`src/rtl/lsu_master_pkg.sv`:
```
// Shared definitions for the Buceros load/store initiator: width codes,
// FSM encoding and the byte-lane mask helper.
package lsu_master_pkg;

    localparam int WORD_W = 32;
    localparam logic [WORD_W-1:0] ZERO_WORD = 32'h0000_0000;

    localparam logic [2:0] LSU_LB  = 3'b000;
    localparam logic [2:0] LSU_LH  = 3'b001;
    localparam logic [2:0] LSU_LW  = 3'b010;
    localparam logic [2:0] LSU_LBU = 3'b100;
    localparam logic [2:0] LSU_LHU = 3'b101;
    localparam logic [2:0] LSU_SB  = 3'b000;
    localparam logic [2:0] LSU_SH  = 3'b001;
    localparam logic [2:0] LSU_SW  = 3'b010;

    typedef enum logic [1:0] {
        LSU_IDLE = 2'd0,
        LSU_ACC0 = 2'd1,
        LSU_ACC1 = 2'd2,
        LSU_RESP = 2'd3
    } lsu_state_e;

    // Byte-lane mask for an access size taken from the low funct3 bits.
    function automatic logic [3:0] lsu_mask(input logic [1:0] size);
        logic [3:0] m;
        case (size)
            2'b00:   m = 4'h1;
            2'b01:   m = 4'h3;
            default: m = 4'hF;
        endcase
        return m;
    endfunction

endpackage

```
`src/rtl/lsu_align.sv`:
```
// Combinational lane steering for stores and alignment/extension for loads,
// including detection of word-crossing accesses and illegal width codes.
module lsu_align
    import lsu_master_pkg::*;
(
    input  logic        we,
    input  logic [2:0]  funct3,
    input  logic [1:0]  off,
    input  logic [31:0] wdata,
    input  logic [63:0] rdata_pair,
    output logic [3:0]  sel0,
    output logic [3:0]  sel1,
    output logic [31:0] data0,
    output logic [31:0] data1,
    output logic        split,
    output logic        illegal,
    output logic [31:0] load_data
);

    logic [7:0]  mask_sh_s;
    logic [31:0] shifted_s;
    logic [4:0]  bit_off_s;

    // Lane positioning of the store data across the two possible words.
    always_comb begin
        bit_off_s = {off, 3'b000};
        mask_sh_s = {4'b0000, lsu_mask(funct3[1:0])} << off;
        sel0      = mask_sh_s[3:0];
        sel1      = mask_sh_s[7:4];
        split     = |mask_sh_s[7:4];
        data0     = wdata << bit_off_s;
        data1     = wdata >> (6'd32 - {1'b0, bit_off_s});
    end

    // Stores accept only SB/SH/SW; loads reject the three unused codes.
    always_comb begin
        if (we) begin
            illegal = (funct3 != LSU_SB) && (funct3 != LSU_SH) && (funct3 != LSU_SW);
        end else begin
            illegal = (funct3 == 3'b011) || (funct3 == 3'b110) || (funct3 == 3'b111);
        end
    end

    // Extract the addressed bytes from {hi,lo} and extend to a full word.
    always_comb begin
        shifted_s = rdata_pair[bit_off_s +: 32];
        case (funct3)
            LSU_LB:  load_data = {{24{shifted_s[7]}}, shifted_s[7:0]};
            LSU_LH:  load_data = {{16{shifted_s[15]}}, shifted_s[15:0]};
            LSU_LW:  load_data = shifted_s;
            LSU_LBU: load_data = {24'h000000, shifted_s[7:0]};
            LSU_LHU: load_data = {16'h0000, shifted_s[15:0]};
            default: load_data = ZERO_WORD;
        endcase
    end

endmodule

```
`src/rtl/lsu_master.sv`:
```
// Load/store bus initiator: one request at a time, split into at most two
// word accesses on a combinational-read RAM port, with registered outputs.
module lsu_master
    import lsu_master_pkg::*;
#(
    parameter int ADDR_W = 32
)
(
    input  logic              clk,
    input  logic              rst_n,
    input  logic              req_valid_i,
    output logic              req_ready_o,
    input  logic              req_we_i,
    input  logic [2:0]        req_funct3_i,
    input  logic [ADDR_W-1:0] req_addr_i,
    input  logic [31:0]       req_wdata_i,
    output logic              resp_valid_o,
    output logic [31:0]       resp_rdata_o,
    output logic              resp_err_o,
    output logic [ADDR_W-1:0] mem_addr_o,
    output logic              mem_w_en_o,
    output logic [31:0]       mem_w_data_o,
    output logic [3:0]        mem_w_sel_o,
    input  logic [31:0]       mem_r_data_i
);

    lsu_state_e        state_r, state_next_s;
    logic              we_r;
    logic [2:0]        funct3_r;
    logic [ADDR_W-1:0] addr_r;
    logic [31:0]       wdata_r;
    logic [31:0]       lo_r;

    logic              src_we_s;
    logic [2:0]        src_funct3_s;
    logic [ADDR_W-1:0] src_addr_s;
    logic [31:0]       src_wdata_s;
    logic [63:0]       pair_s;
    logic [ADDR_W-1:0] word_addr_s;
    logic [ADDR_W-1:0] next_word_s;

    logic [3:0]        sel0_s, sel1_s;
    logic [31:0]       data0_s, data1_s, load_data_s;
    logic              split_s, illegal_s;

    logic              ready_d, resp_valid_d, resp_err_d, w_en_d;
    logic [31:0]       resp_rdata_d, w_data_d;
    logic [3:0]        w_sel_d;
    logic [ADDR_W-1:0] addr_d;

    logic              ready_r, resp_valid_r, resp_err_r, w_en_r;
    logic [31:0]       resp_rdata_r, w_data_r;
    logic [3:0]        w_sel_r;
    logic [ADDR_W-1:0] mem_addr_r;

    // Outputs are registered, so decode uses the live request while idle
    // and the latched request once an access is underway.
    always_comb begin
        if (state_r == LSU_IDLE) begin
            src_we_s     = req_we_i;
            src_funct3_s = req_funct3_i;
            src_addr_s   = req_addr_i;
            src_wdata_s  = req_wdata_i;
        end else begin
            src_we_s     = we_r;
            src_funct3_s = funct3_r;
            src_addr_s   = addr_r;
            src_wdata_s  = wdata_r;
        end
        if (state_r == LSU_ACC1) begin
            pair_s = {mem_r_data_i, lo_r};
        end else begin
            pair_s = {ZERO_WORD, mem_r_data_i};
        end
        word_addr_s = {src_addr_s[ADDR_W-1:2], 2'b00};
        next_word_s = {src_addr_s[ADDR_W-1:2] + {{(ADDR_W-3){1'b0}}, 1'b1}, 2'b00};
    end

    lsu_align u_align (
        .we         (src_we_s),
        .funct3     (src_funct3_s),
        .off        (src_addr_s[1:0]),
        .wdata      (src_wdata_s),
        .rdata_pair (pair_s),
        .sel0       (sel0_s),
        .sel1       (sel1_s),
        .data0      (data0_s),
        .data1      (data1_s),
        .split      (split_s),
        .illegal    (illegal_s),
        .load_data  (load_data_s)
    );

    // FSM state register.
    always_ff @(posedge clk or negedge rst_n) begin
        if (!rst_n) begin
            state_r <= LSU_IDLE;
        end else begin
            state_r <= state_next_s;
        end
    end

    // FSM next-state logic.
    always_comb begin
        state_next_s = state_r;
        case (state_r)
            LSU_IDLE: begin
                if (req_valid_i) begin
                    state_next_s = illegal_s ? LSU_RESP : LSU_ACC0;
                end else begin
                    state_next_s = LSU_IDLE;
                end
            end
            LSU_ACC0: state_next_s = split_s ? LSU_ACC1 : LSU_RESP;
            LSU_ACC1: state_next_s = LSU_RESP;
            LSU_RESP: state_next_s = LSU_IDLE;
            default:  state_next_s = LSU_IDLE;
        endcase
    end

    // FSM output logic: values the output registers take in the next state.
    always_comb begin
        ready_d      = (state_next_s == LSU_IDLE);
        resp_valid_d = (state_next_s == LSU_RESP);
        resp_err_d   = 1'b0;
        resp_rdata_d = ZERO_WORD;
        addr_d       = '0;
        w_en_d       = 1'b0;
        w_sel_d      = 4'h0;
        w_data_d     = ZERO_WORD;
        case (state_next_s)
            LSU_ACC0: begin
                addr_d = word_addr_s;
                if (src_we_s) begin
                    w_en_d   = 1'b1;
                    w_sel_d  = sel0_s;
                    w_data_d = data0_s;
                end else begin
                    w_en_d   = 1'b0;
                end
            end
            LSU_ACC1: begin
                addr_d = next_word_s;
                if (src_we_s) begin
                    w_en_d   = 1'b1;
                    w_sel_d  = sel1_s;
                    w_data_d = data1_s;
                end else begin
                    w_en_d   = 1'b0;
                end
            end
            LSU_RESP: begin
                if (state_r == LSU_IDLE) begin
                    resp_err_d = 1'b1;
                end else if (!src_we_s) begin
                    resp_rdata_d = load_data_s;
                end else begin
                    resp_rdata_d = ZERO_WORD;
                end
            end
            default: begin
                addr_d = '0;
            end
        endcase
    end

    // Request latch on handshake and low-word capture for loads.
    always_ff @(posedge clk or negedge rst_n) begin
        if (!rst_n) begin
            we_r     <= 1'b0;
            funct3_r <= 3'b000;
            addr_r   <= '0;
            wdata_r  <= ZERO_WORD;
            lo_r     <= ZERO_WORD;
        end else begin
            if (state_r == LSU_IDLE && req_valid_i) begin
                we_r     <= req_we_i;
                funct3_r <= req_funct3_i;
                addr_r   <= req_addr_i;
                wdata_r  <= req_wdata_i;
            end
            if (state_r == LSU_ACC0 && !we_r) begin
                lo_r <= mem_r_data_i;
            end
        end
    end

    // Output registers; reset clears them asynchronously so w_en drops at once.
    always_ff @(posedge clk or negedge rst_n) begin
        if (!rst_n) begin
            ready_r      <= 1'b1;
            resp_valid_r <= 1'b0;
            resp_err_r   <= 1'b0;
            resp_rdata_r <= ZERO_WORD;
            mem_addr_r   <= '0;
            w_en_r       <= 1'b0;
            w_sel_r      <= 4'h0;
            w_data_r     <= ZERO_WORD;
        end else begin
            ready_r      <= ready_d;
            resp_valid_r <= resp_valid_d;
            resp_err_r   <= resp_err_d;
            resp_rdata_r <= resp_rdata_d;
            mem_addr_r   <= addr_d;
            w_en_r       <= w_en_d;
            w_sel_r      <= w_sel_d;
            w_data_r     <= w_data_d;
        end
    end

    assign req_ready_o  = ready_r;
    assign resp_valid_o = resp_valid_r;
    assign resp_err_o   = resp_err_r;
    assign resp_rdata_o = resp_rdata_r;
    assign mem_addr_o   = mem_addr_r;
    assign mem_w_en_o   = w_en_r;
    assign mem_w_sel_o  = w_sel_r;
    assign mem_w_data_o = w_data_r;

endmodule

```
`config.mk`:
```
export PLATFORM = sky130hd
export DESIGN_NAME = lsu_master
export DESIGN_NICKNAME = d
export VERILOG_FILES = /design/src/rtl/lsu_master_pkg.sv /design/src/rtl/lsu_align.sv /design/src/rtl/lsu_master.sv
export SDC_FILE = /design/constraint.sdc
export NUM_CORES = 1
export LEC_CHECK = 0
export CAP_MARGIN = 25
export CORE_MARGIN = 2
export CORE_UTILIZATION = 54
export CTS_CLUSTER_SIZE = 10
export DETAILED_ROUTE_END_ITERATION = 16
export PLACE_DENSITY = 0.81
export SLEW_MARGIN = 0
export SYNTH_ARGS = -nofsm -noshare
export SYNTH_HDL_FRONTEND = slang
export SYNTH_HIERARCHICAL = 1
export SYNTH_SLANG_ARGS = --single-unit
```
`constraint.sdc`:
```
create_clock -name clk -period 5.1 [get_ports clk]
set_input_delay 1.53 -clock clk [delete_from_list [all_inputs] [get_ports clk]]
set_output_delay 1.53 -clock clk [all_outputs]
set_load 0.05 [all_outputs]
```
======== Word-level counts from Yosys, hierarchy flattened ========
Cells that the tools add are included.
storage, ports and cells
  bits in registers ....................... 206
operators by class
  add/sub/neg operators ................... 2
  shift-type cells ........................ 4
  equality and inequality tests ........... 16
  muxes and demuxes ....................... 26
  reduce and logical (&&, ||, !) cells .... 14
operators by type and width
  cell                                             count
  2-to-1 mux 32 bit                                7
  one-hot mux 32 bit (5 select lines)              1
  one-hot mux 32 bit (2 select lines)              2
  2-to-1 mux 64 bit                                1
  indexed part select 64 x 6 -> 32 bit             1
  << shifter 32 x 5 -> 32 bit                      1
  >> shifter 32 x 6 -> 32 bit                      1
  adder 30 x 1 -> 30 bit, second input constant    1
  one-hot mux 4 bit (2 select lines)               2
  == test 3 bit, second input constant             4
  == test 2 bit, second input constant             4
  2-to-1 mux 4 bit                                 2
  one-hot mux 2 bit (4 select lines)               1
  << shifter 4 x 2 -> 8 bit                        1
  2-to-1 mux 1 bit                                 7
  == test 2 x 1 -> 1 bit, second input constant    3
  == test 3 x 2 -> 1 bit, second input constant    2
  zero test 2 bit                                  3
  subtractor 6 x 5 -> 6 bit, first input constant  1
  logical AND 1 bit                                4
  2-to-1 mux 2 bit                                 2
  OR reduction 4 bit                               1
  == test 3 x 1 -> 1 bit, second input constant    1
  zero test 3 bit                                  1
  other kinds (7)                                  8

======== Longest topological paths before layout ========
  word-level depth ........................ 12
  depth in mapped cells ................... 24
  depth with buffers taken out ............ 14

======== Modules after synthesis ========
Netlist, hierarchy kept.
by module, submodules not included
  module      area each (um^2)  seq. area each (um^2)  cells each  times used
  lsu_master  9,905.8           5,106.1                818         1
  lsu_align   2,552.4           0.0                    313         1

======== Least setup slack after synthesis ========
OpenSTA, ideal clock, no wires.
  kind .................................... register to register
  start ................................... reg state_r[0]
  end ..................................... reg mem_addr_r[23], in the netlist mem_addr_o[23]
  stages on the path, launching flop included .. 24
  path buffers ............................ 12
  path slack .............................. 0.775 ns
  required time ........................... 4.958 ns
  data arrival time ....................... 4.182 ns
  cells stage by stage .................... dfrtp_1 -> inv_1 -> ha_1 -> buf_6 -> buf_4 -> buf_2 -> buf_2 -> buf_2 -> mux2_2 -> buf_6 -> buf_4 -> buf_4 -> buf_2 -> a21oi_1 -> o21bai_1 -> inv_1 -> a21oi_1 -> o21a_1 -> ha_1 -> clkbuf_1 -> nand2b_1 -> clkbuf_1 -> clkbuf_1 -> o32ai_1
on the way
  elaborated cells on any way between the ends .. 31
  those cells by class .................... add/sub: 1; eq/ne: 11; shift: 1; mux: 10; reduce/logical: 8
RTL lines
  element                                                  line               source
  start: declaration                                       lsu_master.sv:27   lsu_state_e state_r, state_next_s;
  start signal: assignment                                 lsu_master.sv:99   state_r <= state_next_s;
  zero test 2 bit (*)                                      lsu_master.sv:59   if (state_r == LSU_IDLE) begin
  2-to-1 mux 32 bit (*)                                    lsu_master.sv:59
  named net src_addr_s[1]                                  lsu_master.sv:36   logic [ADDR_W-1:0] src_addr_s;
  << shifter 4 x 2 -> 8 bit (*)                            lsu_align.sv:27    mask_sh_s = {4'b0000, lsu_mask(funct3[1:0])} << off;
  OR reduction 4 bit (*)                                   lsu_align.sv:30    split = |mask_sh_s[7:4];
  named net split_s                                        lsu_master.sv:44   logic split_s, illegal_s;
  2-to-1 mux 1 bit (*)                                     lsu_master.sv:114  LSU_ACC0: state_next_s = split_s ? LSU_ACC1 : LSU_RESP;
  one-hot mux 2 bit (4 select lines) (*)                   lsu_master.sv:106  case (state_r)
  == test 2 bit or == test 2 x 1 -> 1 bit (tied branches)  lsu_master.sv:131  case (state_next_s)
  one-hot mux 32 bit (2 select lines) (*)                  lsu_master.sv:131
  named net addr_d[23]                                     lsu_master.sv:49   logic [ADDR_W-1:0] addr_d;
  end signal: assignment                                   lsu_master.sv:204  mem_addr_r <= addr_d;
  end: declaration                                         lsu_master.sv:54   logic [ADDR_W-1:0] mem_addr_r;
Mark *: on every way through the listed nets, which the timed path passes. The rest lies on a longest branch.
A chain may end at the register's enable or synchronous reset.

======== Worst setup path in the final report ========
  start ................................... in req_funct3_i[1]
  end ..................................... reg mem_addr_r[25], in the netlist mem_addr_o[25]
on the way
  elaborated cells on any way between the ends .. 24
  those cells by class .................... eq/ne: 8; shift: 1; mux: 8; reduce/logical: 7
RTL lines
  element                                                    line                  source
  start: declaration                                         lsu_master.sv:14      input logic [2:0] req_funct3_i,
  2-to-1 mux 3 bit (*)                                       lsu_master.sv:59
  named net src_funct3_s[1]                                  lsu_master.sv:35      logic [2:0] src_funct3_s;
  == test 2 x 1 -> 1 bit or zero test 2 bit (tied branches)  lsu_master_pkg.sv:27  case (size)
  one-hot mux 4 bit (2 select lines) (*)                     lsu_master_pkg.sv:27
  << shifter 4 x 2 -> 8 bit (*)                              lsu_align.sv:27
  named net sel1_s[1]                                        lsu_master.sv:42      logic [3:0] sel0_s, sel1_s;
  OR reduction 4 bit (*)                                     lsu_align.sv:30
  named net split_s                                          lsu_master.sv:44
  2-to-1 mux 1 bit (*)                                       lsu_master.sv:114
  one-hot mux 2 bit (4 select lines) (*)                     lsu_master.sv:106
  == test 2 bit or == test 2 x 1 -> 1 bit (tied branches)    lsu_master.sv:131
  one-hot mux 32 bit (2 select lines) (*)                    lsu_master.sv:131
  named net addr_d[25]                                       lsu_master.sv:49
Marked as above.

==> flow_metrics.tcl <==
set metrics [dict create \
    cts_root_buf "clkbuf_16" \
    grt_setup_unrepaired "no" \
    setup_viol 0 \
    yosysWarnings 6 \
    power_leakage_nw 6.22 \
    wl_mm 31.4 \
    cts_sinks 204 \
    period_share_pct 76.6 \
    skew_ns 0.0119 \
    hold_buffers 0 \
    first_pass_iters 5 \
    io_pins 207 \
    cp-end-kind "register" \
    path_class "input pin to register" \
    vdd_drop_max_uv 519 \
    cp_max_fo 13 \
    wl_per_cell_um 19.9 \
    path_cells "clkdlybuf4s50_1 -> mux2_2 -> and2_1 -> o21bai_1 -> inv_1 -> a21oi_1 -> o21a_1 -> ha_1 -> buf_4 -> nor2_1 -> nand2_1 -> a31o_2 -> nand3_1" \
    drive_above_1_share_pct 21.5 \
    port_buffers 204 \
    mappedNetlistArea_mm2 0.0124 \
    fillers 1736 \
    htree_num_levels 1 \
    clock_path_buffers 3 \
    clock_latency_ns 0.51 \
    drc 0 \
    dp_hpwl_mm 21.9 \
    grt_max_degree 103 \
    grt_pass1_wl_mm 49.7 \
    tns_ns 0 \
    routabilityCongestion 0.895 \
    fp.dieW_um 156 \
    dp_cells 1539 \
    ant_nets 0 \
    clk_pin_slew_worst_paths_ns 0.05 \
    arrival_ns 4.35 \
    power_density_mw_per_mm2 718 \
    die_height_um 156 \
    critPathLaunchType "input pin" \
    cts_resized 0 \
    finalPower_mw 10.9 \
    worst_slew_pin_slew_ns 0.945 \
    hold_slack_ns 0.498 \
    slowest_stage "clkdlybuf4s50_1" \
    finalHoldViolations 0 \
    grt_pass1_vias 9361 \
    drtIter0Drc 614 \
    area_growth_pct 22.3 \
    r2r-start "state_r[0]$_DFF_PN0_" \
    crit_required_ns 5.54 \
    postCtsSetupBuffers 0 \
    final_max_slew_viol_count 0 \
    fin_cells 1577 \
    syn_inst 1123 \
    cts_tree "built" \
    initial_core_util_pct 55.0 \
    outcome "finished clean" \
    avgSynthCellArea_um2 11.0 \
    min_path_type "register to register" \
    fmax_mhz 256 \
    die_area_mm2 0.0242 \
    cts_buffers 24 \
    cap_viol_max_count 0 \
    nNetsFinal 1393 \
    vias 9502 \
    period_minus_slack_ns 3.91 \
    core_area_mm2 0.0226 \
    via_per_inst 6.03 \
    worstHoldStart "lo_r[11]$_DFFE_PN0P_" \
    track_usage_pct 25.7 \
    antenna_cells 0 \
    slew_headroom_pct 37.0 \
    cpPeakStageDelay_ns 0.45 \
    core.rowCount 55 \
    antenna_found_initial 0 \
    grt_overflow 0 \
    cp-startpoint "req_funct3_i[1]" \
]
[layer usage]
| layer | vias up | wire [µm] | part of all wire, % | GRT usage, % |
|---|---|---|---|---|
| met1 | 4679 | 13500 | 43 | 35.0 |
| met3 | 70 | 1900 | 6.0 | 3.86 |
| met4 | 0 | 881 | 2.8 | 7.86 |
| met2 | 334 | 15100 | 48 | 42.8 |
| met5 | - | 0 | 0 | 0 |
| li1 | 4419 | - | - | - |
[path summary, 6_finish.rpt]
kind                                                 end  slack [ns]  cells after the start
worst max register to register  mem_addr_o[25]$_DFF_PN0_        1.33                     15
worst min-delay path                lo_r[11]$_DFFE_PN0P_        0.50                      1
min in group asynchronous         addr_r[26]$_DFFE_PN0P_        1.10                      1
worst max-delay path            mem_addr_o[25]$_DFF_PN0_        1.19                     13
worst min register to register      lo_r[11]$_DFFE_PN0P_        0.50                      1
max in group asynchronous         addr_r[25]$_DFFE_PN0P_        3.06                      2
[area by class of cell]
type | instances | area, µm² | share of cell area, %
inverters | 16 | 60.1 | 0.396
repair buffers | 225 | 2230 | 14.7
well taps | 285 | 357 | 2.35
clock buffers | 37 | 681 | 4.49
flip-flops and latches | 204 | 5110 | 33.7
multi-input cells | 810 | 6740 | 44.4
[power by group]
part           total [mW]  internal, mW  switching [mW]
clock network        1.54         0.902           0.634
logic                6.81          2.89            3.92
registers            2.54          2.23           0.316
[registers in the layout (all words and copies together) (netlist names)]
name / count
funct3_r: 3
addr_r: 32
mem_addr_o: 30
we_r: 1
resp_rdata_o: 32
wdata_r: 32
mem_w_en_o: 1
mem_w_sel_o: 4
state_r: 2
mem_w_data_o: 32
lo_r: 32
resp_err_o: 1
resp_valid_o: 1
req_ready_o: 1
[cells in the final DEF (no fill, tap or decap), types with 25 or more instances in the layout]
master and count:
clkdlybuf4s50_1 203, and2_1 78, nor2_1 74, nand2_1 56, mux2_2 175, a211oi_1 26, mux4_2 25, mux2i_1 58
a22oi_1 40, dfrtp_1 203, a21oi_1 36, nor2b_1 28, clkbuf_16 25
[stage by stage]
step	area, µm²	util [%]	worst slack [ns]
3_5_place_dp	14500	64.1	0.651
5_1_grt	15200	67.2	0.988
4_1_cts	15100	67.1	1.18
2_1_floorplan	12400	-	0.775
3_3_place_gp	14500	64.1	0.703
6_report	15200	67.2	1.19
[critical path, delay by kind of cell]
kind,cells,cell delay (ns)
AOI/OAI and AO/OA,4,0.64
muxes,1,0.37
and+or+nand+nor,4,0.74
adders and majority gates,1,0.35
buffers and inverters,3,0.71
(Power assumes the default switching activity.)
